`src/rtl/freq_div_ctrl_if.sv`:
```
// ----------------------------------------------------------------------------
// freq_div_ctrl_if
//   Configuration channel of the divided-clock controller: a valid/ready
//   request carrying a new divisor, plus a one-cycle rejection pulse.
//
//   cfg_valid    requester -> controller   request valid
//   cfg_divisor  requester -> controller   requested divisor (WIDTH bits)
//   cfg_ready    controller -> requester   controller can accept a request
//   cfg_error    controller -> requester   one-cycle pulse, divisor rejected
//
//   master : requester side (CPU / config logic)
//   slave  : controller side (freq_div_ctrl)
// ----------------------------------------------------------------------------
interface freq_div_ctrl_if #(
    parameter int unsigned WIDTH = 10
);
    logic             cfg_valid;
    logic [WIDTH-1:0] cfg_divisor;
    logic             cfg_ready;
    logic             cfg_error;

    modport master (
        output cfg_valid,
        output cfg_divisor,
        input  cfg_ready,
        input  cfg_error
    );

    modport slave (
        input  cfg_valid,
        input  cfg_divisor,
        output cfg_ready,
        output cfg_error
    );
endinterface

```
`src/rtl/freq_div_ctrl.sv`:
```
// ----------------------------------------------------------------------------
// freq_div_ctrl
//   Run-time controller for a divide-by-D clock divider. Owns the divide
//   counter, holds the active divisor, accepts new divisors over a
//   valid/ready channel and applies them only at period boundaries so the
//   divided clock never shows a runt or stretched phase. Start/stop of the
//   divided clock is sequenced by a graceful-stop state machine: dropping
//   enable lets the current period finish before the output parks low.
//
// Ports
//   clock_in        input clock, all logic on its rising edge
//   reset           synchronous, active-high reset
//   enable          level: 1 = run, 0 = stop at end of current period
//   cfg             configuration channel (freq_div_ctrl_if.slave)
//                     cfg_valid / cfg_divisor in, cfg_ready / cfg_error out
//   clock_out       divided clock, registered; high floor(D/2), low ceil(D/2)
//   period_tick     one-cycle pulse after each completed period
//   running         1 whenever the state machine is not STOPPED
//   active_divisor  divisor currently in use
// ----------------------------------------------------------------------------
module freq_div_ctrl #(
    parameter int unsigned      WIDTH           = 10,
    parameter logic [WIDTH-1:0] DEFAULT_DIVISOR = 10'd2
) (
    input  logic               clock_in,
    input  logic               reset,
    input  logic               enable,
    freq_div_ctrl_if.slave     cfg,
    output logic               clock_out,
    output logic               period_tick,
    output logic               running,
    output logic [WIDTH-1:0]   active_divisor
);

    typedef enum logic [1:0] {
        STOPPED  = 2'd0,
        RUNNING  = 2'd1,
        STOPPING = 2'd2
    } state_t;

    // ------------------------------------------------------------------
    // Registered state
    // ------------------------------------------------------------------
    state_t           state_q,         state_d;
    logic [WIDTH-1:0] counter_q,       counter_d;
    logic [WIDTH-1:0] active_q,        active_d;
    logic             pending_valid_q, pending_valid_d;
    logic [WIDTH-1:0] pending_div_q,   pending_div_d;
    logic             clock_out_q,     clock_out_d;
    logic             tick_q,          tick_d;
    logic             error_q,         error_d;

    // ------------------------------------------------------------------
    // Derived combinational terms
    // ------------------------------------------------------------------
    logic             counting;     // counter advances this cycle
    logic [WIDTH-1:0] last_count;   // D-1, the wrap value
    logic [WIDTH-1:0] half_div;     // D>>1, high-phase length
    logic             wrap;         // final cycle of the current period
    logic             cfg_xfer;     // handshake completes this cycle
    logic             cfg_bad;      // requested divisor is unusable

    assign counting   = (state_q != STOPPED);
    assign last_count = active_q - WIDTH'(1);
    assign half_div   = active_q >> 1;
    assign wrap       = counting && (counter_q == last_count);
    assign cfg_xfer   = cfg.cfg_valid && !pending_valid_q;
    assign cfg_bad    = (cfg.cfg_divisor < WIDTH'(2));

    // ------------------------------------------------------------------
    // State register
    // ------------------------------------------------------------------
    always_ff @(posedge clock_in) begin
        if (reset) begin
            state_q         <= STOPPED;
            counter_q       <= '0;
            active_q        <= DEFAULT_DIVISOR;
            pending_valid_q <= 1'b0;
            pending_div_q   <= '0;
            clock_out_q     <= 1'b0;
            tick_q          <= 1'b0;
            error_q         <= 1'b0;
        end else begin
            state_q         <= state_d;
            counter_q       <= counter_d;
            active_q        <= active_d;
            pending_valid_q <= pending_valid_d;
            pending_div_q   <= pending_div_d;
            clock_out_q     <= clock_out_d;
            tick_q          <= tick_d;
            error_q         <= error_d;
        end
    end

    // ------------------------------------------------------------------
    // Next-state and output logic
    // ------------------------------------------------------------------
    always_comb begin
        state_d         = state_q;
        counter_d       = counter_q;
        active_d        = active_q;
        pending_valid_d = pending_valid_q;
        pending_div_d   = pending_div_q;
        clock_out_d     = 1'b0;
        tick_d          = 1'b0;
        error_d         = 1'b0;

        // Output phase is derived from the counter value of this cycle, so
        // clock_out lags the counter by exactly one cycle.
        if (counting) begin
            clock_out_d = (counter_q < half_div);
        end
        tick_d = wrap;

        unique case (state_q)
            STOPPED: begin
                counter_d = '0;
                if (enable) begin
                    state_d = RUNNING;
                end
            end
            RUNNING: begin
                counter_d = wrap ? '0 : counter_q + WIDTH'(1);
                if (!enable) begin
                    state_d = STOPPING;
                end
            end
            STOPPING: begin
                counter_d = wrap ? '0 : counter_q + WIDTH'(1);
                // Re-enable wins over the final wrap: the period simply
                // carries on without any phase disturbance.
                if (enable) begin
                    state_d = RUNNING;
                end else if (wrap) begin
                    state_d = STOPPED;
                end
            end
            default: begin
                state_d   = STOPPED;
                counter_d = '0;
            end
        endcase

        // A pending divisor lands either immediately while stopped or on the
        // wrap cycle while counting; in both cases the counter is already
        // heading to 0, so the next period starts cleanly with the new D.
        if (pending_valid_q && (!counting || wrap)) begin
            active_d        = pending_div_q;
            pending_valid_d = 1'b0;
        end

        // Intake only when the slot is empty; apply and intake are therefore
        // mutually exclusive, and a request taken on a wrap cycle waits for
        // the following wrap.
        if (cfg_xfer) begin
            if (cfg_bad) begin
                error_d = 1'b1;
            end else begin
                pending_valid_d = 1'b1;
                pending_div_d   = cfg.cfg_divisor;
            end
        end
    end

    // ------------------------------------------------------------------
    // Outputs
    // ------------------------------------------------------------------
    assign clock_out      = clock_out_q;
    assign period_tick    = tick_q;
    assign running        = (state_q != STOPPED);
    assign active_divisor = active_q;
    assign cfg.cfg_ready  = !pending_valid_q;
    assign cfg.cfg_error  = error_q;

endmodule
```
`src/flat_wrapper.sv`:
```
// flat-port wrapper written by rule: the top's interface ports become plain ports
module freq_div_ctrl_flat 
#(
    parameter int unsigned      WIDTH           = 10,
    parameter logic [WIDTH-1:0] DEFAULT_DIVISOR = 10'd2
)
  (clock_in, reset, enable, clock_out, period_tick, running, active_divisor, cfg_cfg_valid, cfg_cfg_divisor, cfg_cfg_ready, cfg_cfg_error);
  freq_div_ctrl_if #(.WIDTH(WIDTH)) cfg_i ();
  input  logic clock_in;
  input  logic reset;
  input  logic enable;
  output logic clock_out;
  output logic period_tick;
  output logic running;
  output logic [WIDTH-1:0] active_divisor;
  input wire logic [$bits(cfg_i.cfg_valid)-1:0] cfg_cfg_valid;
  input wire logic [$bits(cfg_i.cfg_divisor)-1:0] cfg_cfg_divisor;
  output wire logic [$bits(cfg_i.cfg_ready)-1:0] cfg_cfg_ready;
  output wire logic [$bits(cfg_i.cfg_error)-1:0] cfg_cfg_error;
  assign cfg_i.cfg_valid = cfg_cfg_valid;
  assign cfg_i.cfg_divisor = cfg_cfg_divisor;
  assign cfg_cfg_ready = cfg_i.cfg_ready;
  assign cfg_cfg_error = cfg_i.cfg_error;
  freq_div_ctrl #(.WIDTH(WIDTH), .DEFAULT_DIVISOR(DEFAULT_DIVISOR)) u_core (.clock_in(clock_in), .reset(reset), .enable(enable), .cfg(cfg_i), .clock_out(clock_out), .period_tick(period_tick), .running(running), .active_divisor(active_divisor));
endmodule
```
`config.mk`:
```
export PLATFORM = sky130hd
export DESIGN_NAME = freq_div_ctrl_flat
export DESIGN_NICKNAME = d
export VERILOG_FILES = /design/src/rtl/freq_div_ctrl_if.sv /design/src/rtl/freq_div_ctrl.sv /design/src/flat_wrapper.sv
export SDC_FILE = /design/constraint.sdc
export NUM_CORES = 1
export LEC_CHECK = 0
export CAP_MARGIN = 25
export CELL_PAD_IN_SITES_DETAIL_PLACEMENT = 0
export CELL_PAD_IN_SITES_GLOBAL_PLACEMENT = 2
export CORE_ASPECT_RATIO = 0.8
export CORE_MARGIN = 2
export CORE_UTILIZATION = 36
export CTS_CLUSTER_SIZE = 28
export DETAILED_ROUTE_END_ITERATION = 12
export PLACE_DENSITY = 0.92
export SYNTH_ARGS = -nofsm -noshare
export SYNTH_HDL_FRONTEND = slang
export SYNTH_SLANG_ARGS = --single-unit
```
`constraint.sdc`:
```
create_clock -name clock_in -period 4.6 [get_ports clock_in]
set_clock_uncertainty 0.05 [all_clocks]
set_input_delay 0.92 -clock clock_in [delete_from_list [all_inputs] [get_ports clock_in]]
set_output_delay 0.92 -clock clock_in [all_outputs]
set_load 0.05 [all_outputs]
```
==> out/summary.md, run 1 <==
dfxtp_1 takes more of the synthesized area than any other cell. The final max-slew violation count is 0, and the vertical extent of the die is 72.06 um. Top flip-flop cell by instance count after synthesis: dfxtp_1. Overall routed net length: 4312 um. Clock tree synthesis inserted a total of 5 buffers. The worst hold-check path type is reg2reg.

Number of antenna cells inserted: 0. After detailed routing, the number of vias per cell comes to 4.899. In the final layout, the share of cells above drive strength 1 is 8.108%.

In the routed design, unresolved DRC markers number 0. The leakage power figure is 1.006 nW, and the total negative setup slack is 0 ps. The cell count after synthesis came out at 234. The fraction of registers with async set or reset after synthesis is 0%, and the highest cell delay on the worst timing path is 820 ps.

The number of buffer and inverter stages on the critical path was 3. After synthesis, the most frequently instantiated cells are 39 x nor2_1, 36 x dfxtp_1, 19 x mux2i_1. Detailed routing placed a total of 1854 um of wire on met2. The clock net in this run drives a total of 36 sinks. The highest net fanout along the worst path is 8.

The per-instance average area after synthesis is 8.908 um^2, and the slew at the pin closest to its max-slew limit is 615.2 ps. Global routing used 15.23% of the available tracks. Dividing the detail-routed wire length by the instance count gives 12.80 um. Port buffering added 28 buffers. After clock tree synthesis, the repair step resized 0 gates. The logs give 1589 for the number of global-route vias before repair and 4 for the number of search-and-repair iterations in the first detailed-routing pass.

The net count of the finished layout is 287. The tools report the full die area as 6419 um^2. The total of warnings raised by yosys came out at 0.

The total via count after detailed routing came out at 1651. Cell at the root of the clock tree: clkbuf_8. The initial utilization of the core area, before any placement, comes to 37.73%. For the level count of the clock H-tree, the log shows 2. The worst setup path is captured at a primary output.

The floorplan has 24 rows. The total power divided by cell area was 334.9 nW/um^2. The run finished with clean final reports.

The tools report the final number of hold-violating endpoints as 0. In this run the cell area of the synthesized design comes to 2084 um^2. In this run the tightest slew margin relative to its limit is 58.98%. The maximum number of pins on one net before global-route repair was 31.

The total power is 846.3 uW. The cell type group with the largest total delay on the critical path is buffers and inverters. Setup repair after global routing left no endpoint under its margin.

In this run, post-CTS hold repair placed 0 buffers. The maximum vdd ir drop is 149.5 uV. Traced cell by cell, the critical path runs through inv_1 > ha_1 > inv_1 > clkdlybuf4s50_1. The chip width works out to 89.08 um. The distinct cell type count after synthesis came out at 46. After the first detailed-routing iteration, the DRC count stood at 76. The total overflow left after global routing is 0.

The total nets after synthesis was 263; the final critical delay including setup and external delays was 3102 ps. The number of synthesized register bits works out to 36. STA puts the critical path data required time at 3630 ps.

The type of element launching the critical path is a flip-flop. The tools report the number of placed cells counting well taps as 329. The highest clock frequency the design can meet was 0.3223 GHz; the proportion of synthesized chip area in sequential cells was 34.57%.

Data on the critical path arrives at its endpoint at 2130 ps. In this run the biggest area consumer among cell types represents 34.57% of the synthesized area. Setup violations remaining at the end of the flow were counted as 0.

TritonCTS built the clock tree. In this run the remaining antenna-violating nets after routing total 0. The area growth from synthesis to layout is 21.25%. For the sum of routed wire segments on met1, the log shows 2291 um. Sorting the synthesized cells by area gives the leading types as dfxtp_1 35%, mux2i_1 9.1%, ha_1 9.0%. The logs give 290 ps for the later-pin clock latency in the skew report and 5525 um^2 for the area of the core.

The final instance count without filler cells came out at 337. Number of primary I/O pins: 29. nor2_1 is the most common cell in the netlist.

Routability congestion estimate: 0.7463. The worst-case clock buffer depth was 2. The logs give 3140 um for the placed wire-length estimate and 0 for the number of post-CTS setup repair buffers. The highest routed metal layer was met4. The clock-pin slew of the registers on the worst-case setup and hold paths works out to 70 ps. The kind of critical path is reg2out. The post-route clock period utilization was 67.44%.

The number of max-cap violations was 0; the number of enable-type register cells in the synthesized netlist was 0. The first global-routing pass estimated 7707 um of wire. The most prevalent standard cell on the critical path was inv_1. Wire segments on met3 add up to 123 um in the final route. On the critical path, the stage with the largest delay is an instance of clkdlybuf4s50_1.

For the number of antenna violations at the first check in global routing, the log shows 0.
-- metal layers --
| layer | GRT usage [%] | up-vias |
|---|---|---|
| li1 | - | 850 |
| met1 | 21.62 | 772 |
| met2 | 23.71 | 24 |
| met3 | 3.072 | 5 |
| met4 | 3.980 | 0 |
| met5 | 0 | - |
-- layout by cell type (no fill, tap or decap), drive strengths merged --
cell type,synthesis,routed
inv,15,15
bufinv,0,1
or3,1,1
clkbuf,7,7
or4,2,2
a21o,3,3
a221oi,2,2
nor4,6,6
a211oi,2,2
o21ai,6,6
o31ai,2,2
a41oi,1,1
nor3,8,8
a32oi,1,1
nand4,2,2
nand2b,9,9
xor2,9,9
or2,3,3
nand3,6,6
ha,15,15
nor3b,1,1
a2111oi,1,1
nand2,8,8
nand3b,2,2
a31oi,2,2
and3,2,2
and2,2,2
o31a,2,2
mux2i,19,19
a211o,1,1
dfxtp,36,36
nor2,39,39
xnor2,7,7
buf,5,1
clkdlybuf4s50,0,28
a21oi,3,3
nor2b,3,3
o2111ai,1,1
-- logic make-up after synthesis --
group | after synthesis | share of synthesized area, %
AOI/OAI and AO/OA | 27 | 11.70
xor gates and xnor gates | 16 | 6.723
adders and majority gates | 15 | 9.004
buffers and inverters | 27 | 6.002
DFF | 36 | 34.57
muxes | 19 | 9.124
and+or+nand+nor | 94 | 22.87
-- state kept, by name (all words and copies together), names as in the netlist --
register / count
u_core.period_tick: 1
u_core.state_q: 2
u_core.counter_q: 10
u_core.cfg.cfg_error: 1
u_core.active_divisor: 10
u_core.pending_valid_q: 1
u_core.clock_out: 1
u_core.pending_div_q: 10
-- per-stage QoR --
step	setup slack (ps)	util, %	hold slack, ps	area [um^2]
final	1498	45.74	429.6	2527
after floorplan	2125	-	398.8	2085
after global routing	1389	45.74	443.4	2527
after global placement	1862	43.46	414.5	2401
after detailed placement	1806	43.46	424.0	2401
after CTS	1493	45.74	435.7	2527
-- report_power, final --
group | switching, mW | total, mW | internal (mW)
logic | 0.112 | 0.193 | 0.0809
clock network | 0.116 | 0.308 | 0.191
registers | 0.0187 | 0.346 | 0.327
total | 0.247 | 0.846 | 0.600
-- cell type report --
cell class                      count  area [um^2]
Multi-Input combinational cell    171         1239
Clock inverter                      1        30.03
Inverter                           15        56.30
Fill cell                         575         2998
Timing Repair Buffer               29        287.8
Tap cell                           78        97.59
Clock buffer                        7        96.34
Sequential cell                    36        720.7
-- worst register-to-register path, cell delays in order (launching register included) --
cell and delay [ps]:
dfxtp_1 530, inv_1 80, ha_1 260, and2_1 160, a211o_1 280, a31oi_1 240
o21ai_1 140, nand3_2 300, mux2i_1 230, nor2_1 50
-- path summary, 6_finish.rpt --
check | from | end | slack (ps) | cells after the start
max | u_core.state_q[0] | running | 1500 | 4
min | u_core.pending_div_q[6] | u_core.pending_div_q[6] | 430 | 2
max reg2reg | u_core.active_divisor[0] | u_core.active_divisor[6] | 2160 | 9
min reg2reg | u_core.pending_div_q[6] | u_core.pending_div_q[6] | 430 | 2
(Power assumes the default switching activity.)
==> inputs of run 2 (changes only) <==
- CORE_UTILIZATION: 36 -> 33
- PLACE_DENSITY: 0.92 -> 0.86
- clock period: 4.6 -> 2.9 ns (I/O delays scaled with it)
==> out/summary.md, run 2 (same netlist as run 1, synthesis figures left out) <==
The run finished with clean final reports. The total negative setup slack is 0 ps (unchanged), and the post-route DRC violation count is 0 (unchanged). The run gives 0 (unchanged) as the total setup violations reported at the end of the flow. The most prevalent standard cell on the critical path was inv_1.

The full die area was 6972 um^2 (+8.6%); the total via count after detailed routing was 1643 (-0.48%). The final instance count without filler cells was 341 (+1.2%); the final number of hold-violating endpoints was 0 (unchanged). The tools report the maximum vdd ir drop as 225.2 uV (+51%).

For the post-placement setup slack, the log shows 464.5 ps (-1342 ps). Traced cell by cell, the critical path runs through inv_1 > ha_1 > inv_1 > clkdlybuf4s50_1. The final critical delay including setup and external delays is 2582 ps, and the area of the core is 6006 um^2 (+8.7%).

The number of antenna violations at the first check in global routing is 0 (unchanged). The initial standard-cell utilization of the core was 34.71% (-3.0 points). The smallest hold slack was 424.6 ps (-5.061 ps). TritonCTS built the clock tree. The logs give 288 (+0.35%) for the final layout net count and 2412 um^2 (+0.47%) for the area of placed instances. The run gives 0.9891 nW (-1.6%) as the leakage power figure.

The tools report the worst setup path endpoint as running. The number of post-CTS setup repair buffers was 0 (unchanged); the count of instances resized after the clock tree is built was 0 (unchanged). The tools report the signal arrival time at the worst endpoint as 1950 ps (-180 ps).

The run gives 1.245 mW (+47%) as the total power. The number of search-and-repair iterations in the first detailed-routing pass was 4 (unchanged). The critical path required time was 2270 ps (-1360 ps). The mean routed wirelength per cell came out at 12.89 um (+0.75%). STA classifies the critical path startpoint as a flip-flop. The slew at the pin closest to its max-slew limit was 607.4 ps (-7.854 ps). In this run the clock root is driven by a clkbuf_8. The worst setup path is of the reg2out kind.

The chip width is 92.86 um (+4.2%). The overall routed net length was 4396 um (+1.9%); the post-route clock period utilization was 89.04%. The number of primary I/O pins is 29 (unchanged). In this run the worst setup path begins at u_core.state_q[0]. The remaining max-slew budget at the tightest pin was 59.51% (+0.52 points).

On the critical path the largest part of the delay comes from buffers and inverters. The logs give 0 (unchanged) for the total congestion overflow and 30 (-3.2%) for the maximum number of pins on one net before global-route repair. The tools report the overall fraction of global-route tracks in use as 13.78% (-1.5 points). The clock-pin slew of the registers on the worst-case setup and hold paths is 80 ps (about the same), and the port buffer count is 28 (unchanged).

The number of buffer and inverter stages on the critical path was 3 (unchanged); the final instance area was 2510 um^2 (-0.69%). The number of placed cells counting well taps was 333 (+1.2%); the later-pin clock latency in the skew report was 290 ps (about the same). The run gives 0.3873 GHz as the highest clock frequency the design can meet. In this run the critical register-to-register path is launched from u_core.active_divisor[0]. Number of max-cap violations: 0 (unchanged). The logs give 7410 um (-3.9%) for the wire length of the first global-routing pass and 3236 um (+3.1%) for the placed wire-length estimate. The number of global-route vias before repair is 1508 (-5.1%).

In the layout the commonest cells are 39 x nor2_1, 36 x dfxtp_1, 28 x clkdlybuf4s50_1. Cell depth of the worst setup path: 4 (unchanged). The worst-case clock buffer depth is 2 (unchanged), and the number of cells traversed by the worst register-to-register path is 9 (unchanged).

The routed via count divided by cell count works out to 4.818 (-1.7%). Setup repair after global routing left no endpoint under its margin. The total number of placement rows is 25 (+4.2%), and the number of antenna cells inserted is 0 (unchanged).

The utilization after layout was 41.79% (-4.0 points); the highest cell delay on the worst timing path was 830 ps (about the same). The logs give 0.7479 (+0.21%) for the routability congestion estimate and 317.9 ps (-1180 ps) for the post-layout worst setup margin. The layout cell share with drive strength beyond 1 is 8.462% (+0.35 points). The register-to-register path setup slack is 460 ps (-1700 ps), and the total power divided by cell area is 496.1 nW/um^2 (+48%). Most common library cell in the layout ignoring fill and taps: nor2_1. The slowest stage of the critical path belongs to the cell clkdlybuf4s50_1.

The area growth from synthesis to layout was 20.41%; the final max-slew violation count was 0 (unchanged). The level count of the clock H-tree is 2 (unchanged), and the residual antenna-violating net count after detailed routing is 0 (unchanged). Number of sinks driven by the clock tree: 36 (unchanged). The hold buffer count at CTS was 0 (unchanged); the iteration-0 DRC count of the detailed router was 55 (-28%).

The clock buffer count from CTS is 5 (unchanged). The number of filler instances in the final layout was 627 (+9.0%). End of the worst register-to-register path: u_core.active_divisor[4]. The worst hold-check path type is reg2reg. The highest net fanout along the worst path is 4 (-4). STA classifies the critical path endpoint as a primary output. The vertical extent of the die came out at 75.09 um (+4.2%).
## run 2: cell count changes in the layout (fill, tap and decap cells not counted), sizes merged
cell	before	now
bufinv	1	0
clkinvlp	0	2
clkbuf	7	6
buf	1	2
## run 2: cell type report
| class | count | area (um^2) | share of cell area (%) |
|---|---|---|---|
| well taps | 81 | 101.3 | 4.038 |
| clock inverters | 2 | 15.01 | 0.5982 |
| multi-input cells | 171 | 1239 | 49.35 |
| repair buffers | 30 | 295.3 | 11.76 |
| clock buffers | 6 | 82.58 | 3.290 |
| flip-flops and latches | 36 | 720.7 | 28.71 |
| inverters | 15 | 56.30 | 2.243 |
## run 2: how the worst min path moves through the flow
| stage | depth (start not counted) | from | slack, ps | endpoint |
|---|---|---|---|---|
| final | 2 | u_core.pending_div_q[6] | 420 | u_core.pending_div_q[6] |
| after global routing | 2 | u_core.pending_div_q[6] | 460 | u_core.pending_div_q[6] |
| after CTS | 2 | u_core.pending_div_q[6] | 430 | u_core.pending_div_q[6] |
| after detailed placement | 2 | u_core.pending_div_q[6] | 410 | u_core.pending_div_q[6] |
| after global placement | 2 | u_core.pending_div_q[6] | 420 | u_core.pending_div_q[6] |
| after floorplan | 2 | u_core.pending_div_q[6] | 400 | u_core.pending_div_q[6] |
## run 2: where the power goes
group | total (mW) | switching (mW) | internal, mW
clock | 0.386 | 0.194 | 0.192
combinational | 0.310 | 0.178 | 0.132
sequential | 0.548 | 0.0292 | 0.519
## run 2: routing by layer
layer / part of all wire [%] / track usage (%)
met1: 55 / 19.40
met2: 40 / 20.21
met3: 3.6 / 3.704
met4: 1.6 / 5.392
met5: 0 / 0
## run 2: worst register-to-register path: stages (launching register included)
cell     delay, ps
dfxtp_1        520
inv_1           80
ha_1           260
and2_1         170
a211o_1        280
a31oi_1        270
o21ai_1        140
nand3_2        280
mux2i_1        230
nor2_1          50
